File: src/rtl/comparator_case_pkg.sv
// -----------------------------------------------------------------------------
// comparator_case_pkg
//   Shared definitions for the registered case-decoded magnitude comparator.
//   Relation codes are written in [0:2] order: bit 0 = GT, bit 1 = EQ,
//   bit 2 = LT, so a literal 3'b100 lands in index 0 of a [0:2] vector.
// -----------------------------------------------------------------------------
package comparator_case_pkg;

    typedef logic [0:2] cmp_code_t;

    localparam cmp_code_t CMP_GT   = 3'b100;
    localparam cmp_code_t CMP_EQ   = 3'b010;
    localparam cmp_code_t CMP_LT   = 3'b001;
    localparam cmp_code_t CMP_NONE = 3'b000;

endpackage : comparator_case_pkg

File: src/rtl/comparator_case_core.sv
// -----------------------------------------------------------------------------
// comparator_case_core
//   Purely combinational magnitude comparator producing a one-hot relation
//   code through a case decode over {A>B, A==B}.
//
//   Ports:
//     op_a  [WIDTH-1:0]  operand A
//     op_b  [WIDTH-1:0]  operand B
//     code  cmp_code_t   one-hot relation (GT / EQ / LT)
//
//   Parameters:
//     WIDTH   operand width (>= 1)
//     SIGNED  0: unsigned compare, 1: two's complement compare
// -----------------------------------------------------------------------------
module comparator_case_core
    import comparator_case_pkg::*;
#(
    parameter int WIDTH  = 1,
    parameter bit SIGNED = 1'b0
) (
    input  logic [WIDTH-1:0] op_a,
    input  logic [WIDTH-1:0] op_b,
    output cmp_code_t        code
);

    // Both operands are widened by one bit and compared as signed values.
    // Zero-extension makes the signed compare behave as unsigned; sign
    // extension gives the two's complement ordering. One extra bit is enough
    // that no overflow can occur.
    logic signed [WIDTH:0] a_ext;
    logic signed [WIDTH:0] b_ext;
    logic                  a_gt_b;
    logic                  a_eq_b;

    always_comb begin
        a_ext = SIGNED ? {op_a[WIDTH-1], op_a} : {1'b0, op_a};
        b_ext = SIGNED ? {op_b[WIDTH-1], op_b} : {1'b0, op_b};
    end

    assign a_gt_b = (a_ext > b_ext);
    assign a_eq_b = (a_ext == b_ext);

    always_comb begin
        code = CMP_NONE;
        case ({a_gt_b, a_eq_b})
            2'b10:   code = CMP_GT;
            2'b01:   code = CMP_EQ;
            2'b00:   code = CMP_LT;
            // {1,1} cannot occur; keep the idle code for completeness.
            default: code = CMP_NONE;
        endcase
    end

endmodule : comparator_case_core

File: src/rtl/comparator_case_sync.sv
// -----------------------------------------------------------------------------
// comparator_case_sync
//   Registered comparator between the upper and lower halves of `a`.
//   One pipeline stage, one clock domain, explicit valid qualifier.
//
//   Ports:
//     clk        rising-edge clock
//     rst_n      asynchronous active-low reset (clears out_valid and y)
//     in_valid   qualifies `a` this cycle
//     a          [2*WIDTH-1:0] packed operands, A = upper half, B = lower half
//     out_valid  y holds a result sampled on the previous edge
//     y          [0:2] one-hot relation: y[0]=A>B, y[1]=A==B, y[2]=A<B
//
//   Valid semantics: there is no ready/backpressure. Every edge with
//   in_valid=1 is an accepted sample; its result appears on y with
//   out_valid=1 one cycle later. Edges with in_valid=0 drop out_valid and
//   leave y holding the last result. y reads 000 only between reset and the
//   first accepted sample.
// -----------------------------------------------------------------------------
module comparator_case_sync
    import comparator_case_pkg::*;
#(
    parameter int WIDTH  = 1,
    parameter bit SIGNED = 1'b0
) (
    input  logic               clk,
    input  logic               rst_n,
    input  logic               in_valid,
    input  logic [2*WIDTH-1:0] a,
    output logic               out_valid,
    output logic [0:2]         y
);

    cmp_code_t code;

    comparator_case_core #(
        .WIDTH  (WIDTH),
        .SIGNED (SIGNED)
    ) u_core (
        .op_a (a[2*WIDTH-1:WIDTH]),
        .op_b (a[WIDTH-1:0]),
        .code (code)
    );

    always_ff @(posedge clk or negedge rst_n) begin
        if (!rst_n) begin
            out_valid <= 1'b0;
            y         <= CMP_NONE;
        end else begin
            out_valid <= in_valid;
            if (in_valid) begin
                y <= code;
            end
        end
    end

endmodule : comparator_case_sync

File: config.mk
export PLATFORM = sky130hd
export DESIGN_NAME = comparator_case_sync
export DESIGN_NICKNAME = d
export VERILOG_FILES = /design/src/rtl/comparator_case_pkg.sv /design/src/rtl/comparator_case_core.sv /design/src/rtl/comparator_case_sync.sv
export SDC_FILE = /design/constraint.sdc
export NUM_CORES = 1
export LEC_CHECK = 0
export ABC_AREA = 1
export BUFFER_PORTS_ARGS = -buffer_cell sky130_fd_sc_hd__buf_4
export CELL_PAD_IN_SITES_DETAIL_PLACEMENT = 1
export CELL_PAD_IN_SITES_GLOBAL_PLACEMENT = 1
export CORE_AREA = 2 2 39 41
export CTS_CLUSTER_SIZE = 12
export DETAILED_ROUTE_END_ITERATION = 6
export DIE_AREA = 0 0 41 43
export PLACE_DENSITY_LB_ADDON = 0.1
export SYNTH_ARGS = -nofsm -noshare
export SYNTH_HDL_FRONTEND = slang
export SYNTH_SLANG_ARGS = --single-unit
File: constraint.sdc
create_clock -name clk -period 1.62 [get_ports clk]
set_input_delay 0.324 -clock clk [delete_from_list [all_inputs] [get_ports clk]]
set_output_delay 0.324 -clock clk [all_outputs]
set_load 0.005 [all_outputs]
==> out/metrics.cfg <==
[critical_path]
cpMaxStageDelayCell = dfrtp_1
max_stage_delay_ns = 0.37
cp.required_ns = 1.30
cp.arrival_ns = 0.73
critPathTopFamily = flip-flops
cp.buffers_inverters = 1
criticalPathCategory = reg -> out
worstPathCellList = buf_4
crit_path_end_kind = output pin
worst_setup_path_start_kind = flip-flop
critPathMaxFanout = 2

[clock_network]
cts_setup_buffers = 0
cts_root_buf = clkbuf_4
cts_sinks = 4
clockBufferDepth = 2
insertion_delay_ns = 0.23
cts-resized-gates = 0
cts_tree = yes
cts_hold_buf = 1
clk_pin_slew_ns = 0.04
htree_levels = 1
cts_buffers = 3

[detailed_routing]
drt-initial-drc-count = 0
ant_nets = 0
vias_per_cell = 3.41
dr_total_vias = 157
firstDrtPassIters = 1
avgRoutedWirePerCell_um = 7.67
wl_um = 353
drc = 0

[power]
power_frac_comb = 0.140
p_sw_mw = 0.0565
leakagePower_nw = 0.163
power_mw = 0.270
ir_drop_mv = 0.152
power_density_nw_per_um2 = 955
pwr-share-seq = 0.416
power.internal_mw = 0.214
swShare = 0.209
power_frac_clock = 0.444

[yosys]
yosysUniqueCellTypes = 5
netlist_instances = 18
synth_edf_count = 0
synth_top_area_cell = dfrtp_1
synth_fa_ha_area_frac = 0.147
synthTopCellsByArea = dfrtp_1, nand2_1, ha_1, inv_1, inv_2
ys_ff_latch = 4
synthTopCellsByCount = nand2_1, dfrtp_1, ha_1, inv_1, inv_2
synthFlopType = dfrtp_1
yosysTopAreaCellShare = 0.588
yosys.area_share.simple = 0.199
synth_most_common_cell = nand2_1
synth_top_family_by_area = simple AND/OR/NAND/NOR gates
yosysWarnings = 0
yosysSeqAreaShare = 0.588
synthArstFlopShare = 1.00
synthMuxAreaShare = 0
synth_compound_area_frac = 0
synth.net_count = 25
synthXorXnorAreaFrac = 0
synth_area_um2 = 170
avgSynthCellArea_um2 = 9.45

[floorplanning]
num_io_pins = 9
die_area_um2 = 1760
rows = 14
die_w_um = 41
start_util = 0.123
core_region_area_um2 = 1380
die_h_um = 43

[global_routing]
grt_overflow = 0
use_met1 = 0.0487
grt_usage = 0.0695
grt_busiest_layer = met4
gr-usage-met3 = 0.0471
grt_max_degree = 6
grt_pass1_vias = 178
grt_pass1_wl_um = 676
antenna_found_initial = 0
grt_util_met2 = 0.0844

[finish]
n_fill_cell = 174
area_delta_synth_final_pct = 66.2
final_nets = 39
drive_gt1_frac = 0.400
seqCellArea_um2 = 100
multi_input_area_um2 = 58.8
utilization = 0.204
design_area_um2 = 283
antenna_cells = 0

[timing]
max_slew_margin = 0.950
finalCritPeriodShare = 0.654
fin_crit_ns = 1.06
finalSetupViolCount = 0
fin_hold_ws_ns = 0.244
maxSlewViolCount = 0
hold_viol_final = 0
rsz0062_at_grt = no
tns_ns = 0
worstMarginPinSlew_ns = 0.0755
finClkSkew_ns = 0
max_freq_ghz = 0.945

[run]
cap_violations = 0

[run_status]
outcome = completed

[min_path]
hold_class = in -> reg

[place]
place_area_um2 = 250
dp_hpwl_um = 305
io_buffers = 8
place_congestion = 0.561

-- logic make-up after synthesis --
logic type    after synthesis
flops                       4
buf+inv                     3
simple gates                9
fa+ha+maj                   2
-- worst paths after layout --
check | startpoint | endpoint | slack, ns | cells past startpoint
worst min register to register | y[2] | y[2] | 0.47 | 2
max in group asynchronous | rst_n | out_valid | 1.09 | 2
worst min-delay path | in_valid | out_valid | 0.24 | 1
worst max-delay path | y[0] | y[0] | 0.56 | 1
min in group asynchronous | rst_n | y[0] | 0.43 | 2
worst max register to register | y[1] | y[1] | 1.04 | 2
-- registers in the layout (all words and copies together) (netlist names) --
signal	cells
out_valid	1
y	3
-- cells in the final DEF (no fill, tap or decap), drive strengths merged --
| cell type | synthesis | final |
|---|---|---|
| dlygate4sd3 | 0 | 1 |
| inv | 3 | 3 |
| ha | 2 | 2 |
| buf | 0 | 8 |
| nand2 | 9 | 9 |
| dfrtp | 4 | 4 |
| clkbuf | 0 | 3 |
-- through the flow --
stage               cells  worst slack [ns]
floorplan              18             0.797
global placement       42             0.671
detailed placement     42             0.669
CTS                    46             0.544
global route           46             0.508
finish                 46             0.561
-- power by group through the flow --
| stage | Sequential (mW) | Combinational, mW | Clock, mW |
|---|---|---|---|
| after floorplan | 0.115 | 0.00983 | 0 |
| after global placement | 0.114 | 0.0373 | 0 |
| after detailed placement | 0.114 | 0.0371 | 0 |
| after CTS | 0.113 | 0.0392 | 0.128 |
| after global routing | 0.113 | 0.0439 | 0.143 |
| final | 0.112 | 0.0377 | 0.120 |
-- cell type report --
class	count	area share
clock buffer	3	0.0796
inverter	3	0.0398
multi-input combinational	11	0.208
sequential	4	0.354
tap	16	0.0708
timing repair buffer	9	0.248
-- metal layers --
layer  vias up  wire length [um]
met1        72               137
met2         8               198
met4         0                 0
met3         0                18
li1         77                 -
met5         -                 0
No activity file was read; power rests on OpenSTA's default activity.
